## src/rtl/vga_timing_gen.sv

```systemverilog
// Raster timing generator: pixel-rate divider, h/v counters, registered syncs, bright, frame strobe/count.
// Optional VGA_TEST_PATTERN_EN adds a registered eight-bar colour pattern on test_rgb.
module vga_timing_gen #(
    parameter int unsigned CLK_DIV   = 4,
    parameter int unsigned H_SYNC    = 96,
    parameter int unsigned H_BP      = 48,
    parameter int unsigned H_VISIBLE = 640,
    parameter int unsigned H_FP      = 16,
    parameter int unsigned V_SYNC    = 2,
    parameter int unsigned V_BP      = 33,
    parameter int unsigned V_VIS     = 480,
    parameter int unsigned V_FP      = 10,
    parameter bit          SYNC_POL  = 1'b0
) (
    input  logic       Clk,
    input  logic       Reset,
    output logic [9:0] hCount,
    output logic [9:0] vCount,
    output logic       hSync,
    output logic       vSync,
    output logic       bright,
    output logic       pix_tick,
    output logic       frame_start,
`ifdef VGA_TEST_PATTERN_EN
    output logic [7:0]  frame_cnt,
    output logic [11:0] test_rgb
`else
    output logic [7:0] frame_cnt
`endif
);

    localparam int unsigned H_TOTAL = H_SYNC + H_BP + H_VISIBLE + H_FP;
    localparam int unsigned V_TOTAL = V_SYNC + V_BP + V_VIS + V_FP;
    localparam int unsigned DW      = (CLK_DIV > 1) ? $clog2(CLK_DIV) : 1;

    localparam logic [DW-1:0] DIV_LAST = DW'(CLK_DIV - 1);
    localparam logic [9:0] H_LAST   = 10'(H_TOTAL - 1);
    localparam logic [9:0] V_LAST   = 10'(V_TOTAL - 1);
    localparam logic [9:0] H_SYNC_N = 10'(H_SYNC);
    localparam logic [9:0] V_SYNC_N = 10'(V_SYNC);
    localparam logic [9:0] H_VIS_LO = 10'(H_SYNC + H_BP);
    localparam logic [9:0] H_VIS_HI = 10'(H_SYNC + H_BP + H_VISIBLE - 1);
    localparam logic [9:0] V_VIS_LO = 10'(V_SYNC + V_BP);
    localparam logic [9:0] V_VIS_HI = 10'(V_SYNC + V_BP + V_VIS - 1);

    logic [DW-1:0] r_div_cnt;
    logic          w_adv;
    logic          w_frame_wrap;
    logic [9:0]    w_h_next;
    logic [9:0]    w_v_next;
    logic          w_bright_next;

    // Syncs and bright are decoded from the next counts so they align with hCount/vCount.
    always_comb begin
        w_adv        = (r_div_cnt == DIV_LAST);
        w_frame_wrap = w_adv && (hCount == H_LAST) && (vCount == V_LAST);
        w_h_next     = hCount;
        w_v_next     = vCount;
        if (w_adv) begin
            if (hCount == H_LAST) begin
                w_h_next = '0;
                w_v_next = (vCount == V_LAST) ? '0 : vCount + 10'd1;
            end else begin
                w_h_next = hCount + 10'd1;
            end
        end
        w_bright_next = (w_h_next >= H_VIS_LO) && (w_h_next <= H_VIS_HI) &&
                        (w_v_next >= V_VIS_LO) && (w_v_next <= V_VIS_HI);
    end

    always_ff @(posedge Clk or posedge Reset) begin
        if (Reset) begin
            r_div_cnt   <= '0;
            hCount      <= '0;
            vCount      <= '0;
            hSync       <= SYNC_POL;
            vSync       <= SYNC_POL;
            bright      <= 1'b0;
            pix_tick    <= 1'b0;
            frame_start <= 1'b0;
            frame_cnt   <= '0;
        end else begin
            r_div_cnt   <= w_adv ? '0 : r_div_cnt + DW'(1);
            hCount      <= w_h_next;
            vCount      <= w_v_next;
            hSync       <= (w_h_next < H_SYNC_N) ? SYNC_POL : ~SYNC_POL;
            vSync       <= (w_v_next < V_SYNC_N) ? SYNC_POL : ~SYNC_POL;
            bright      <= w_bright_next;
            pix_tick    <= w_adv;
            frame_start <= w_frame_wrap;
            if (w_frame_wrap) frame_cnt <= frame_cnt + 8'd1;
        end
    end

`ifdef VGA_TEST_PATTERN_EN
    localparam int unsigned BAR_W   = (H_VISIBLE / 8 > 0) ? H_VISIBLE / 8 : 1;
    localparam logic [9:0]  BAR_W_N = 10'(BAR_W);

    logic [9:0]  w_bar_idx;
    logic [11:0] w_rgb_next;

    always_comb begin
        w_bar_idx  = (w_h_next - H_VIS_LO) / BAR_W_N;
        w_rgb_next = 12'h000;
        if (w_bright_next) begin
            case (w_bar_idx)
                10'd0:   w_rgb_next = 12'hFFF;
                10'd1:   w_rgb_next = 12'hFF0;
                10'd2:   w_rgb_next = 12'h0FF;
                10'd3:   w_rgb_next = 12'h0F0;
                10'd4:   w_rgb_next = 12'hF0F;
                10'd5:   w_rgb_next = 12'hF00;
                10'd6:   w_rgb_next = 12'h00F;
                default: w_rgb_next = 12'h000;
            endcase
        end
    end

    always_ff @(posedge Clk or posedge Reset) begin
        if (Reset) test_rgb <= '0;
        else       test_rgb <= w_rgb_next;
    end
`endif

endmodule

```

## config.mk

```make
export PLATFORM = sky130hd
export DESIGN_NAME = vga_timing_gen
export DESIGN_NICKNAME = d
export VERILOG_FILES = /design/src/rtl/vga_timing_gen.sv
export SDC_FILE = /design/constraint.sdc
export NUM_CORES = 1
export LEC_CHECK = 0
export CAP_MARGIN = 5
export CORE_MARGIN = 2
export CORE_UTILIZATION = 53
export CTS_BUF_LIST = sky130_fd_sc_hd__clkbuf_4
export DETAILED_ROUTE_END_ITERATION = 16
export GPL_TIMING_DRIVEN = 0
export PLACE_DENSITY = 0.89
export SKIP_LAST_GASP = 1
export SLEW_MARGIN = 20
export SYNTH_ARGS = -nofsm -noshare
export SYNTH_HDL_FRONTEND = slang
export SYNTH_SLANG_ARGS = --single-unit
```

## constraint.sdc

```tcl
create_clock -name Clk -period 3.5 [get_ports Clk]
set_clock_uncertainty 0.15 [all_clocks]
set_input_delay 0.35 -clock Clk [delete_from_list [all_inputs] [get_ports Clk]]
set_output_delay 0.35 -clock Clk [all_outputs]
set_load 0.01 [all_outputs]
```

=== After elaboration in Yosys (flattened, before gate mapping) ===
Cells that the tools add are included.

* Register bits after elaboration: 35
* Input port bits: 2

* $add $sub $neg: 4
* Magnitude comparators: 6
* Equal/unequal tests: 3
* Multiplexer cells: 8
* Reduce and logical (&&, ||, !) cells: 5

{| class="wikitable"
|+ Operators by type and width
! operator !! number
|-
| $mux W10 || 5
|-
| $add A10 B1 Y10 const B || 2
|-
| $eq A10 B10 Y1 const B || 2
|-
| $le A10 B10 Y1 const B || 2
|-
| $ge A10 B6 Y1 const B || 1
|-
| $ge A10 B8 Y1 const B || 1
|-
| $lt A10 B2 Y1 const B || 1
|-
| $lt A10 B7 Y1 const B || 1
|-
| $add A8 B1 Y8 const B || 1
|-
| $logic_and A1 B1 Y1 || 5
|-
| $add A2 B1 Y2 const B || 1
|-
| $eq A2 B2 Y1 const B || 1
|-
| $mux W1 || 2
|-
| $mux W2 || 1
|}

=== Longest topological paths before layout ===
Gate-level depths: netlist (run 1).

* Depth after elaboration: 7
* Gate-level depth with buffers: 10
* Gate-level depth less buffers: 9

=== Worst setup path before layout (run 1) ===
Ideal clock, no wire load.

* Kind: flip-flop to flip-flop
* Start point: register r_div_cnt[0]
* End point: register bright
* Arrival time: 2.751 ns
* Slack: 0.517 ns
* Cell stages (with the launch flop): 10
* Cells stage by stage: dfrtp_1 > ha_1 > buf_4 > or3b_4 > or3_1 > buf_2 > o21a_1 > or4_4 > or4_1 > a31oi_1

* Word-level cells in the longest chain between the ends: 6
* Elaborated cells between the ends (all ways): 10
* Classes of those cells: 4 x order compare; 1 x eq/ne; 2 x mux; 3 x reduce/logical

{| class="wikitable"
|+ Ends and longest elaborated chain
! what !! line !! source
|-
| start, declared || 46 || <nowiki>logic [DW-1:0] r_div_cnt;</nowiki>
|-
| start signal, assigned || 83 || <nowiki>r_div_cnt <= w_adv ? '0 : r_div_cnt + DW'(1);</nowiki>
|-
| $eq A2 B2 Y1 (*) || 55 || <nowiki>w_adv = (r_div_cnt == DIV_LAST);</nowiki>
|-
| named net w_adv || 47 || <nowiki>logic w_adv;</nowiki>
|-
| $mux W10 || 59 || <nowiki>if (w_adv) begin</nowiki>
|-
| $ge A10 B8 Y1 / $le A10 B10 Y1 (equally long branches) || 67 || <nowiki>w_bright_next = (w_h_next >= H_VIS_LO) && (w_h_next <= H_VIS_HI) &&</nowiki>
|-
| $logic_and A1 B1 Y1 (2 in series) || 67 ||
|-
| $logic_and A1 B1 Y1 (*) || 68 || <nowiki>(w_v_next >= V_VIS_LO) && (w_v_next <= V_VIS_HI);</nowiki>
|-
| named net w_bright_next || 51 || <nowiki>logic w_bright_next;</nowiki>
|-
| end signal, assigned || 88 || <nowiki>bright <= w_bright_next;</nowiki>
|-
| end, declared || 21 || <nowiki>output logic bright,</nowiki>
|}

The timed path passes the listed nets; every way through them passes the cells marked *.
A chain may end at the register's enable or synchronous reset.

=== Final worst setup path (run 1) ===
* Start point: register hCount[1]
* End point: register bright

* Elaborated cells between the ends (all ways): 13
* Classes of those cells: 1 x add/sub; 4 x order compare; 1 x eq/ne; 4 x mux; 3 x reduce/logical

{| class="wikitable"
|+ RTL lines
! what !! line !! source
|-
| start, declared || 17 || <nowiki>output logic [9:0] hCount,</nowiki>
|-
| start signal, assigned || 84 || <nowiki>hCount <= w_h_next;</nowiki>
|-
| $eq A10 B10 Y1 (*) || 60 || <nowiki>if (hCount == H_LAST) begin</nowiki>
|-
| $mux W10 (*) || 60 ||
|-
| $mux W10 (*) || 59 ||
|-
| named net w_v_next[7] || 50 || <nowiki>logic [9:0] w_v_next;</nowiki>
|-
| $ge A10 B6 Y1 || 68 ||
|-
| $logic_and A1 B1 Y1 || 67 ||
|-
| $logic_and A1 B1 Y1 (*) || 68 ||
|-
| named net w_bright_next || 51 ||
|}

Marks and branches as above.

==> impl_metrics.ini, run 1 <==
[cts]
clockRootBuffer = clkbuf_4
postCtsHoldBufs = 0
cts_buffers = 5
clkSinkCount = 35
h-tree-depth = 2
cts_tree = built
path_clk_slew_ns = 0.10
insertion_delay_ns = 0.34
ctsLongestPathBuffers = 2

[critical_path]
path_max_fanout = 6
cp.arrival_ns = 3.37
required_ns = 3.61
path_class = reg2reg
setup.worst_path.start_class = register
end_kind = register

[yosys]
synth_common_cells = dfrtp_1 (35), inv_1 (13), xnor2_1 (13)
yosys-top-cells-area = dfrtp_1 (51%), xnor2_1 (6.6%), ha_1 (3.6%)
ys.flop_type = dfrtp_1
yosysTopAreaCellShare_pct = 51.09
yosysWarningCount = 0
synth_top_area_cell = dfrtp_1
synthArstFlopShare_pct = 100.0
synth_most_common_cell = dfrtp_1
synthDistinctLibCells = 45
synth-seq-cells = 35
syn_area_um2 = 1714
netlist_instances = 163
syn-num-nets = 170
synth_seq_area_share_pct = 51.09
synth_area_per_cell_um2 = 10.52
synth_edf_count = 0

[cells_and_area]
area_growth_pct = 28.54
seqCellArea_um2 = 875.8
fin_nets = 211
fill_cells = 242
drive_gt1_share_pct = 9.314
n_antenna_cell = 0
multi_input_comb_area_um2 = 788.3

[timing]
maxSlewHeadroom_pct = 53.16
hold_viol_final = 0
layout_setup_ws_ns = 0.2447
tns_ns = 0
period_needed_ns = 3.255
hold_ws_ns = 0.2811
finalSetupViolCount = 0
fmax_mhz = 307.2
fin_crit_sh_pct = 93.01
grt_setup_unrepaired = false
maxSlewViolCount = 0
worst_slew_pin_slew_ns = 0.7015

[floorplanning]
dieArea_um2 = 3705
fp.dieH_um = 60.87
die_w_um = 60.87
io_pins = 35
core_um2 = 3053
initial_utilization_pct = 56.15
placementRows = 20

[job]
maxCapViolCount = 0

[detailed_routing]
drtIter0Drc = 59
via_per_inst = 5.661
wl_per_cell_um = 14.77
drc = 0
dr.pass1.iters = 4
ant_nets = 0
routed_wl_um = 3664
vias = 1404

[global_route]
grt_pass1_wl_um = 6147
grt_start_max_net_pins = 36
antenna_found_initial = 0
grt-ovfl-total = 0
grt.total_usage_pct = 23.02
grt_pass1_vias = 1367

[placement]
dp_hpwl_um = 2676
place.gp.congestion = 0.9196
io_buffers = 34
preCtsSetupSlack_ns = 0.07602

[status]
status = completed

[power_and_ir_drop]
leakagePower_uw = 0.0009639
vdd_drop_max_mv = 0.2176
p_per_area_nw_per_um2 = 317.0

[min_path]
hold_class = in2async
==> where the power goes <==
part           switching, uW  internal, uW  leakage (uW)
registers                  0           404      0.000475
clock network            131           155     0.0000417
logic                   7.49          1.07      0.000447
total                    138           560      0.000964
==> cell families (layout without fill, tap and decap cells) <==
family	after synthesis	after routing	synth area share [%]
AOI/OAI and AO/OA	17	17	7.373
xor gates and xnor gates	17	17	8.686
adders and majority gates	5	5	3.650
buffers and inverters	17	58	4.014
DFF	35	35	51.09
muxes	4	4	2.482
and+or+nand+nor	68	68	22.70
==> repair_timing <==
action | 4_1_cts | 5_1_grt
gates resized for setup | 0 | 3
setup endpoints to repair | 0 | 1
buffers inserted | 0 | 0
==> metal layers <==
metal / GRT usage [%] / vias up / share of wire, % / wire (um)
li1: - / 661 / - / -
met1: 28.77 / 690 / 44 / 1612
met2: 36.87 / 42 / 49 / 1799
met3: 6.397 / 11 / 4.5 / 164
met4: 11.18 / 0 / 2.4 / 87
met5: 0 / - / 0 / 0
==> critical path, stage by stage (launching register included) <==
cell      delay [ns]
dfrtp_1         0.42
ha_1            0.22
nand4b_1        0.28
nor4_2          0.53
nand4_1         0.19
xnor2_1         0.18
or4_4           0.56
or4_1           0.47
a31oi_1         0.18
==> final timing paths <==
| check | slack, ns | start | depth (start not counted) | to |
|---|---|---|---|---|
| max in group asynchronous | 2.46 | Reset | 2 | vCount[8] |
| worst min register to register | 0.28 | r_div_cnt[0] | 1 | r_div_cnt[0] |
| worst min-delay path | 0.28 | Reset | 2 | r_div_cnt[1] |
| min in group Clk | 0.28 | r_div_cnt[0] | 1 | r_div_cnt[0] |
| worst max-delay path | 0.24 | hCount[1] | 8 | bright |
| worst max register to register | 0.24 | hCount[1] | 8 | bright |
==> flip-flops by register name, indices dropped and copies added (netlist names) <==
signal and cells:
pix_tick 1, bright 1, hSync 1, hCount 10, frame_cnt 8, vCount 10, frame_start 1, r_div_cnt 2
vSync 1
==> cells in the final DEF (no fill, tap or decap), drive strengths merged, types with 3 or more instances in the layout <==
cell type	n
and2	3
clkbuf	7
clkdlybuf4s50	34
dfrtp	35
ha	5
inv	14
nand2	10
nand3	10
nand4	7
nor2	10
nor3	4
nor4	6
o21ai	6
or2	3
or4	3
xnor2	13
xor2	4
==> stage by stage <==
| step | area (um2) | total power, uW | std cells | utilization [%] |
|---|---|---|---|---|
| after floorplan | 1714 | 418.0 | 163 | - |
| after global placement | 2110 | 420.8 | 241 | 69.10 |
| after detailed placement | 2110 | 421.2 | 241 | 69.10 |
| after CTS | 2185 | 706.1 | 248 | 71.56 |
| after global routing | 2203 | 724.5 | 248 | 72.17 |
| final | 2203 | 698.6 | 248 | 72.17 |
==> layout make-up <==
type | instances | share of cell area [%]
flip-flops and latches | 35 | 39.75
multi-input cells | 111 | 35.78
repair buffers | 34 | 15.45
well taps | 44 | 2.499
inverters | 14 | 2.385
clock buffers | 6 | 2.044
clock inverters | 1 | 1.363
plain buffers | 3 | 0.7382
Note: power is estimated with default switching activity, not from simulation.
==> inputs of run 2 (changes only) <==
--- a/config.mk
+++ b/config.mk
@@ -7,13 +7,13 @@
 export LEC_CHECK = 0
 export CAP_MARGIN = 5
 export CORE_MARGIN = 2
-export CORE_UTILIZATION = 53
+export CORE_UTILIZATION = 55
 export CTS_BUF_LIST = sky130_fd_sc_hd__clkbuf_4
 export DETAILED_ROUTE_END_ITERATION = 16
+export DONT_BUFFER_PORTS = 1
 export GPL_TIMING_DRIVEN = 0
-export PLACE_DENSITY = 0.89
+export PLACE_DENSITY = 0.77
 export SKIP_LAST_GASP = 1
-export SLEW_MARGIN = 20
 export SYNTH_ARGS = -nofsm -noshare
 export SYNTH_HDL_FRONTEND = slang
 export SYNTH_SLANG_ARGS = --single-unit
==> run 2 against run 1 <==
  * Count of clock-buffer cells in the layout increased by 1
  * Combinational power increased by 30%
  * First-iteration DRC count decreased by 5.1%
  * Total power decreased by 8.4%
  * Utilization decreased by 9.6 points
  * Clock power decreased by 21%
  * Via count decreased by 6.5%
  * Sequential power about the same
  * Flip-flop and latch count unchanged
==> impl_metrics.ini, run 2 (same netlist as run 1, synthesis figures left out) <==
[detailed_routing]
routed_wl_um = 3605
wl_per_cell_um = 17.33
drc = 0
drtIter0Drc = 56
via_per_inst = 6.313
vias = 1313
ant_nets = 0
dr.pass1.iters = 4

[timing]
maxSlewHeadroom_pct = 63.67
period_needed_ns = 3.333
hold_viol_final = 0
fin_crit_sh_pct = 95.22
maxSlewViolCount = 0
grt_setup_unrepaired = false
tns_ns = 0
fmax_mhz = 300.0
worst_slew_pin_slew_ns = 0.5399
finalSetupViolCount = 0

[global_route]
grt_pass1_wl_um = 5671
grt.total_usage_pct = 21.71
grt-ovfl-total = 0
grt_start_max_net_pins = 36
grt_pass1_vias = 1256
antenna_found_initial = 0

[power_and_ir_drop]
power_frac_seq_pct = 63.1
p_comb_share_pct = 1.7
p_int_uw = 500.9
switchingPower_uw = 139.0
vdd_drop_max_mv = 0.1680
p_sw_share_pct = 21.72
p_per_area_nw_per_um2 = 340.5
leakagePower_uw = 0.0008582
power_frac_clock_pct = 35.1

[critical_path]
cp.arrival_ns = 3.45
path_class = reg2reg
r2r_end = bright
setup.worst_path.start_class = register
endpoint = bright
path_max_fanout = 6
crit_start = vCount[0]
reg2reg_from = vCount[0]
r2r_slack_ns = 0.17
end_kind = register
required_ns = 3.62
ff2ff_path_depth = 9

[placement]
dp_hpwl_um = 2611
dp_cells = 196
place.gp.congestion = 0.8546
io_buffers = 0

[cts]
h-tree-depth = 2
cts_buffers = 5
clkSinkCount = 35
clockRootBuffer = clkbuf_4
path_clk_slew_ns = 0.10
cts_tree = built
insertion_delay_ns = 0.34
ctsLongestPathBuffers = 2

[cells_and_area]
seqCellArea_um2 = 875.8
multi_input_comb_area_um2 = 790.8
n_antenna_cell = 0
top_regs = hCount: 10 flops, vCount: 10 flops, frame_cnt: 8 flops
drive_gt1_share_pct = 12.00
area_growth_pct = 9.635
final_common_cell = dfrtp_1
fin_nets = 181
stdcell_count = 208
fill_cells = 247
final_cell_mix = dfrtp_1 (35), xnor2_1 (13), inv_1 (12)

[floorplanning]
dieArea_um2 = 3579
core_um2 = 3003
io_pins = 35
die_w_um = 59.83
placementRows = 20
fp.dieH_um = 59.83
initial_utilization_pct = 57.08

[min_path]
hold_class = in2async

[job]
maxCapViolCount = 0

[status]
status = completed
run 2: power groups by stage:
stage | logic (uW) | registers [uW] | clock network, uW
after global routing | 12.8 | 404 | 257
final | 11.1 | 404 | 225
after CTS | 8.05 | 404 | 234
after global placement | 7.73 | 412 | 0
after detailed placement | 8.09 | 412 | 0
after floorplan | 5.96 | 412 | 0
run 2: critical path: stages, from the launching register on:
cell	delay [ns]
dfrtp_1	0.48
inv_1	0.16
ha_1	0.16
or4b_1	0.49
o41a_1	0.34
o31a_1	0.26
nor4_1	0.37
o221ai_1	0.25
or4_1	0.43
a31oi_1	0.17
run 2: through the flow:
stage	util, %	hold WS, ns	setup slack [ns]	instance area (um2)	power, uW
floorplan	-	0.2531	0.5167	1714	418.0
global placement	58.46	0.2666	0.1466	1755	419.8
detailed placement	58.46	0.2845	0.07036	1755	420.1
CTS	60.38	0.1288	0.02029	1813	646.3
global route	62.58	0.2189	0.01739	1879	674.1
finish	62.58	0.2294	0.1672	1879	639.9
run 2: metal layers:
metal,GRT usage (%),wire length (um)
met1,24.93,1478
met2,35.09,1778
met3,8.658,253
met4,10.48,94
met5,0,0
run 2: what timing repair did:
| action | 4_1_cts | 5_1_grt |
|---|---|---|
| hold buffers | 0 | 1 |
| gates resized for setup | 0 | 3 |
| setup buffers | 0 | 2 |
| endpoints found under the hold margin | 0 | 35 |
| endpoints found under the setup margin | 0 | 1 |
run 2: area by class of cell:
cell class / count / area share, %
Clock buffer: 7 / 2.796
Sequential cell: 35 / 46.60
Multi-Input combinational cell: 111 / 42.08
Buffer: 3 / 0.8655
Clock inverter: 1 / 0.2663
Tap cell: 33 / 2.197
Timing Repair Buffer: 4 / 2.397
Inverter: 14 / 2.796
run 2: worst min path at each step:
| stage | from | to | slack, ns |
|---|---|---|---|
| final | Reset | hCount[2] | 0.23 |
| after global routing | Reset | hCount[2] | 0.22 |
| after CTS | Reset | frame_cnt[0] | 0.13 |
| after detailed placement | r_div_cnt[0] | r_div_cnt[0] | 0.28 |
| after global placement | r_div_cnt[0] | r_div_cnt[0] | 0.27 |
| after floorplan | r_div_cnt[0] | r_div_cnt[0] | 0.25 |
==> inputs of run 3 (changes only) <==
==> constraint.sdc (replaced) <==
create_clock -name Clk -period 3.5 [get_ports Clk]
set_clock_uncertainty 0.15 [all_clocks]
set_input_delay 0.7 -clock Clk [delete_from_list [all_inputs] [get_ports Clk]]
set_output_delay 0.7 -clock Clk [all_outputs]
set_load 0.01 [all_outputs]
==> results of run 3 <==
Same layout as run 2 (identical final DEF). Status: completed.
Among the figures that moved: hold slack 0.2294 ns -> 0.2894 ns
